[config.mk]
export PLATFORM = sky130hd
export DESIGN_NAME = rr_arbiter_burst
export DESIGN_NICKNAME = d
export VERILOG_FILES = /design/src/rtl/rr_arbiter_burst.sv
export SDC_FILE = /design/constraint.sdc
export NUM_CORES = 1
export LEC_CHECK = 0
export ABC_AREA = 1
export CAP_MARGIN = 15
export CORE_MARGIN = 2
export CORE_UTILIZATION = 35
export CTS_BUF_LIST = sky130_fd_sc_hd__clkbuf_4 sky130_fd_sc_hd__clkbuf_8 sky130_fd_sc_hd__clkbuf_16
export CTS_CLUSTER_DIAMETER = 50
export DETAILED_ROUTE_END_ITERATION = 10
export REMOVE_ABC_BUFFERS = 1
export SYNTH_ARGS = -nofsm -noshare
export SYNTH_HDL_FRONTEND = slang
export SYNTH_SLANG_ARGS = --single-unit
[constraint.sdc]
create_clock -name clk -period 2.1 [get_ports clk]
set_clock_uncertainty 0.1 [all_clocks]
set_input_delay 0.315 -clock clk [delete_from_list [all_inputs] [get_ports clk]]
set_output_delay 0.315 -clock clk [all_outputs]
set_load 0.005 [all_outputs]
[src/rtl/rr_arbiter_burst.sv]
// N-way round-robin arbiter with burst holding and registered grant outputs.
// The owner keeps the grant up to MAX_BURST cycles; on release the pointer moves past it.
module rr_arbiter_burst #(
    parameter int N         = 4,
    parameter int MAX_BURST = 4,
    localparam int IDXW     = $clog2(N),
    localparam int CNTW     = $clog2(MAX_BURST + 1)
) (
    input  logic            clk,
    input  logic            rst,
    input  logic [N-1:0]    req,
    output logic [N-1:0]    grant,
    output logic            grant_valid,
    output logic [IDXW-1:0] grant_idx,
    output logic [CNTW-1:0] burst_cnt
);

    localparam logic [0:0] IDLE  = 1'b0;
    localparam logic [0:0] GRANT = 1'b1;

    localparam int unsigned     NU       = N;
    localparam logic [CNTW-1:0] CNT_LAST = CNTW'(MAX_BURST - 1);
    localparam logic [IDXW-1:0] IDX_LAST = IDXW'(N - 1);
    localparam logic [N-1:0]    ONE      = {{(N-1){1'b0}}, 1'b1};

    logic [0:0]      state, state_n;
    logic [IDXW-1:0] ptr, ptr_n;
    logic [IDXW-1:0] owner_inc;
    logic [N-1:0]    grant_n;
    logic [IDXW-1:0] idx_n;
    logic [CNTW-1:0] cnt_n;
    logic [IDXW:0]   hit_idle, hit_rel;
    logic            keep;

    // Returns {found, index} of the first request at or after p, wrapping mod N.
    function automatic logic [IDXW:0] search(input logic [N-1:0] r, input logic [IDXW-1:0] p);
        logic [IDXW:0] res;
        logic [N-1:0]  sh;
        int unsigned   j;
        res = '0;
        for (int unsigned i = 0; i < NU; i++) begin
            j = 32'(p) + i;
            if (j >= NU) j = j - NU;
            sh = r >> j;
            if (!res[IDXW] && sh[0]) res = {1'b1, IDXW'(j)};
        end
        return res;
    endfunction

    always_comb begin
        owner_inc = (grant_idx == IDX_LAST) ? '0 : grant_idx + IDXW'(1);
        hit_idle  = search(req, ptr);
        // The released owner is naturally last in line from owner_inc, so it only
        // wins again when it is the sole requester.
        hit_rel   = search(req, owner_inc);
        keep      = req[grant_idx] && (burst_cnt < CNT_LAST);

        state_n = state;
        ptr_n   = ptr;
        grant_n = grant;
        idx_n   = grant_idx;
        cnt_n   = burst_cnt;

        case (state)
            IDLE: begin
                if (hit_idle[IDXW]) begin
                    state_n = GRANT;
                    idx_n   = hit_idle[IDXW-1:0];
                    grant_n = ONE << hit_idle[IDXW-1:0];
                    cnt_n   = '0;
                end
            end
            GRANT: begin
                if (keep) begin
                    cnt_n = burst_cnt + CNTW'(1);
                end else begin
                    ptr_n = owner_inc;
                    cnt_n = '0;
                    if (hit_rel[IDXW]) begin
                        idx_n   = hit_rel[IDXW-1:0];
                        grant_n = ONE << hit_rel[IDXW-1:0];
                    end else begin
                        state_n = IDLE;
                        idx_n   = '0;
                        grant_n = '0;
                    end
                end
            end
            default: begin
                state_n = IDLE;
                ptr_n   = '0;
                idx_n   = '0;
                grant_n = '0;
                cnt_n   = '0;
            end
        endcase
    end

    always_ff @(posedge clk or posedge rst) begin
        if (rst) begin
            state       <= IDLE;
            ptr         <= '0;
            grant       <= '0;
            grant_valid <= 1'b0;
            grant_idx   <= '0;
            burst_cnt   <= '0;
        end else begin
            state       <= state_n;
            ptr         <= ptr_n;
            grant       <= grant_n;
            grant_valid <= |grant_n;
            grant_idx   <= idx_n;
            burst_cnt   <= cnt_n;
        end
    end

endmodule

# Yosys cells after proc, flatten, opt, wreduce, memory -nomap -nowiden
# Cells that the tools add are included.
# Widths: inputs -> output; s select.
dict set report word_totals {
  ff_bits 13
  inputBits 6
  out_inout_bits 10
  word_cells 97
}
dict set report classes {
  add_sub_neg 16
  magnitude_cmp 10
  n_eq_ne 3
  n_shift 10
  muxes 34
  bitwise 2
  n_reduce_logical 16
}
# cell count
set ops {}
lappend ops {{$mux 32} 8}
lappend ops {{$shr 4x32->1} 8}
lappend ops {{$mux 3} 10}
lappend ops {{$sub 3x3->4 const B} 6}
lappend ops {{$ge 3x3->1 const B} 6}
lappend ops {{$add 2x2->3 const B} 4}
lappend ops {{$mux 4} 3}
lappend ops {{$mux 2} 4}
lappend ops {{$pmux 4 s2} 1}
lappend ops {{$shl 1x2->4 const A} 2}
lappend ops {{$sub 2x3->4 const B} 2}
lappend ops {{$logic_and 1x1->1} 7}
lappend ops {{$add 2x1->3 const B} 2}
lappend ops {{$ge 2x3->1 const B} 2}
lappend ops {{$logic_not 1->1} 6}
lappend ops {{$pmux 3 s2} 1}
lappend ops {{$mux 1} 4}
lappend ops {{$ne 2x2->1 const B} 2}
lappend ops {{$pmux 2 s2} 1}
lappend ops {{$reduce_and 2->1} 2}
lappend ops {{$reduce_or 4->1} 1}
lappend ops {{$add 3x1->3 const B} 1}
lappend ops {{$lt 2x3->1 const B} 1}
lappend ops {{$lt 3x2->1 const B} 1}
lappend ops {{5 further kinds} 6}

# Logic depth before layout (Yosys ltp)
dict set report depth {
  depth_word 20
  depth_mapped 16
  depth_no_buf 16
}

# Least setup slack after synthesis
# OpenSTA, ideal clock, no wires.
dict set report synth_path {
  path_kind {reg2reg}
  startpoint {register grant_idx[0]}
  endpoint {register grant_valid}
  setup_ns 0.119
  arrival_time_ns 1.894
  t_required_ns 1.881
  path_slack_ns -0.013
  stages_incl_launch_ff 16
  path_buffers 0
  synth_period_minus_slack_ns 2.113
  path_cell_list {dfrtp_1 > inv_2 > ha_1 > inv_1 > nand3_1 > nand2_1 > inv_2 > nand2_1 > nor2_1 > nand2_1 > nand2_1 > nor2_1 > nand2_1 > nand3_1 > nor2_1 > nand2_1}
}
dict set report synth_via {
  elab_chain_len 20
}
# item line_no
set synth_rtl {}
lappend synth_rtl {{start: declaration} 14} ;# output logic [IDXW-1:0] grant_idx,
lappend synth_rtl {{start signal: assignment} 112} ;# grant_idx <= idx_n;
lappend synth_rtl {{$add 2x1->2 / $eq 2x2->1 (equally long branches)} 51} ;# owner_inc = (grant_idx == IDX_LAST) ? '0 : grant_idx + IDXW'(1);
lappend synth_rtl {{$mux 2 (*)} 51}
lappend synth_rtl {{net owner_inc[1]} 28} ;# logic [IDXW-1:0] owner_inc;
lappend synth_rtl {{branches (longest 12 deep; another with $sub 3x3->4)} --}
lappend synth_rtl {{$mux 3 (*)} 45} ;# if (!res[IDXW] && sh[0]) res = {1'b1, IDXW'(j)};
lappend synth_rtl {{$shl 1x2->4} 81} ;# grant_n = ONE << hit_rel[IDXW-1:0];
lappend synth_rtl {{$mux 4 (*)} 79} ;# if (hit_rel[IDXW]) begin
lappend synth_rtl {{$mux 4 (*)} 74} ;# if (keep) begin
lappend synth_rtl {{$pmux 4 s2 (*)} 64} ;# case (state)
lappend synth_rtl {{net grant_n[0]} 29} ;# logic [N-1:0] grant_n;
lappend synth_rtl {{$reduce_or 4->1 (*)} 111} ;# grant_valid <= |grant_n;
lappend synth_rtl {{end signal: assignment} 111}
lappend synth_rtl {{end: declaration} 13} ;# output logic grant_valid,
# Mark *: on every way through the listed nets, which the timed path passes. The select of a mux whose other input is x is not followed.
# A chain may end at the register's enable or synchronous reset.

# Worst setup path in the final report
# Same ends and word-level chain as after synthesis.

==> results by group <==
GRT
  • GR Util All Layers: 0.169
  • Largest net degree at the start of global routing: 14
  • Gr ovfl total: 0
  • First-pass GRT wire length: 5510 um
  • Initial antenna violation count: 0
  • Vias in the first global route: 1241

Run
  • Max-Cap Viols: 0

Critical path
  • CP bufs+invs: 2
  • Reg2reg start: grant_idx[0]
  • Kind of critical path: flop to flop
  • Worst reg2reg path depth: 13
  • Worst path slowest cell: dfrtp_1
  • CP peak stage delay: 0.42 ns
  • CP max FO: 5
  • Cell Chain, Critical Path: inv_2 -> ha_4 -> inv_6 -> nand2_1 -> nand3_2 -> nand3_4 -> nand3_4 -> nand2_2 -> nand2_2 -> nand3_1 -> nand3_2 -> nor2_1 -> nand2_1
  • Crit end category: flop
  • CP required: 2.17 ns
  • Crit-path leading delay family: simple AND/OR/NAND/NOR gates
  • Worst endpoint data arrival time: 2.07 ns
  • Setup crit start kind: flop
  • Register-to-Register Setup Slack: 0.10 ns
  • RR Endpoint: grant_valid
  • CP Depth: 13

Route
  • Initial DRC count: 84
  • DRC Markers: 0
  • Drt pass-1 iters: 7
  • Drt wl/cell: 11.3 um
  • Wirelength, routed: 3230 um
  • Vias per Instance: 4.77
  • Post-DRT Antenna Nets: 0
  • Via count: 1369

STA
  • F_max: 500 MHz
  • Final Hold Vio Count: 0
  • Slew headroom: 0.674
  • Period utilisation layout: 0.952
  • Min Clock Period, post-route: 2.00 ns
  • Final setup fails: 0
  • Final Slew Violations: 0
  • Setup tns final: 0 ns
  • RSZ-0062 raised after global routing: true
  • Slew @ Worst Pin: 0.488 ns

Finish
  • Leading cell type in the layout, fill and taps excluded: nand2_1
  • Share of cells above drive strength 1: 0.361
  • Diodes inserted: 0
  • Fillers: 318
  • Area growth from synthesis to layout: 48.8%
  • Util after Layout: 0.550
  • Final nets: 255
  • Most used cells in the layout excluding fill and tap cells: nand2_1, inv_1, nand2_2

Synthesis
  • Avg Inst Size Synth: 6.27 um2
  • Synthesized cell area: 1250 um2
  • Cell count after synthesis: 200
  • Number of enable flip-flop cells after synthesis: 0
  • Yosys reg bits: 13
  • Yosys warning count: 0
  • Share of flip-flops with an asynchronous set or reset: 1.00
  • Main synth FF type: dfrtp_1
  • Top post-synthesis cells by area: dfrtp_1, nand2_1, nand3_1
  • Synth top area share: 0.259
  • Sequential area share after synthesis: 0.259
  • Number of distinct library cells after synthesis: 21
  • Post-synth top area cell: dfrtp_1

Floorplan
  • Initial cell density of the core: 0.370
  • Die W: 63.9 um
  • Core region area: 3390 um2
  • Die Ht: 63.9 um
  • I/O pins: 16
  • Num rows: 21
  • Die area: 4080 um2

Clock network
  • H-Tree Level Count: 1
  • CTS tree: built
  • CTS clk-pin slew, worst paths: 0.08 ns
  • Hold Buf Count CTS: 0
  • Clk sinks: 13
  • CTS Buffer Depth: 2
  • Root buf cell: clkbuf_4
  • Cts bufs inserted: 3
  • Skew-Pair Late Insertion Delay: 0.28 ns

Place
  • Placer Congestion: 0.813
  • HPWL Detailed: 2480 um
  • Port bufs: 15

Min path
  • Hold WC Path Type: input pin to asynchronous set/reset pin

Status
  • Status: finished, final reports clean
-- state kept, by name (all words and copies together), names as in the netlist --
signal,count
grant_valid,1
grant,4
grant_idx,2
state,1
burst_cnt,3
ptr,2
-- repair_timing --
item / in CTS / in global routing
pin swaps: 0 / 25
buffers inserted: 0 / 2
setup endpoints to repair: 2 / 7
gates resized for setup: 1 / 54
cloned: 0 / 0
-- cells in the mapped netlist, types with 2 or more instances --
library cell,instances
ha_1,7
nor2_2,2
nand2_2,9
a21boi_0,2
nand2_1,62
a21oi_1,4
o21ai_0,7
nand3_1,28
nand4_1,3
inv_1,28
nor2_1,19
nand3_2,5
inv_2,4
dfrtp_1,13
-- worst max-delay path by stage --
stage	slack, ns	from	end
after floorplan	-0.01	grant_idx[0]	grant_valid
after global placement	-0.08	req[2]	grant_valid
after detailed placement	-0.07	req[2]	grant_valid
after CTS	0.02	grant_idx[0]	grant_valid
after global routing	-0.02	grant_idx[0]	grant_valid
final	0.10	grant_idx[0]	grant_valid
-- cells by family (layout without fill, tap and decap cells) --
group | count (synthesis) | in the layout | synth area share
simple gates | 130 | 130 | 0.489
buf+inv | 33 | 74 | 0.101
compound gates | 17 | 17 | 0.0808
flops | 13 | 13 | 0.259
fa+ha+maj | 7 | 7 | 0.0699
-- routing by layer --
| layer | vias up | track usage | wire length [um] |
|---|---|---|---|
| met2 | 16 | 0.268 | 1500 |
| li1 | 721 | - | - |
| met1 | 628 | 0.240 | 1620 |
| met3 | 4 | 0.0370 | 84 |
| met4 | 0 | 0.0245 | 29 |
| met5 | - | 0 | 0 |
-- layout make-up --
class                           instances  area [um2]  area share
Multi-Input combinational cell        154         992       0.532
Clock buffer                            4        30.0      0.0161
Inverter                               33         134      0.0718
Tap cell                               46        57.6      0.0309
Sequential cell                        13         325       0.174
Timing Repair Buffer                   37         327       0.175
-- stage by stage --
stage / area (um2) / worst slack, ns / cells / hold WS (ns)
after floorplan: 1250 / -0.0128 / 200 / 0.0920
after global placement: 1610 / -0.0809 / 281 / 0.402
after detailed placement: 1610 / -0.0749 / 281 / 0.399
after CTS: 1640 / 0.0153 / 285 / 0.270
after global routing: 1870 / -0.0199 / 287 / 0.302
final: 1870 / 0.101 / 287 / 0.247
Power is left out: the tool's default activity adds up to more than one toggle a clock period on the data nets, which glitch-free logic cannot reach.
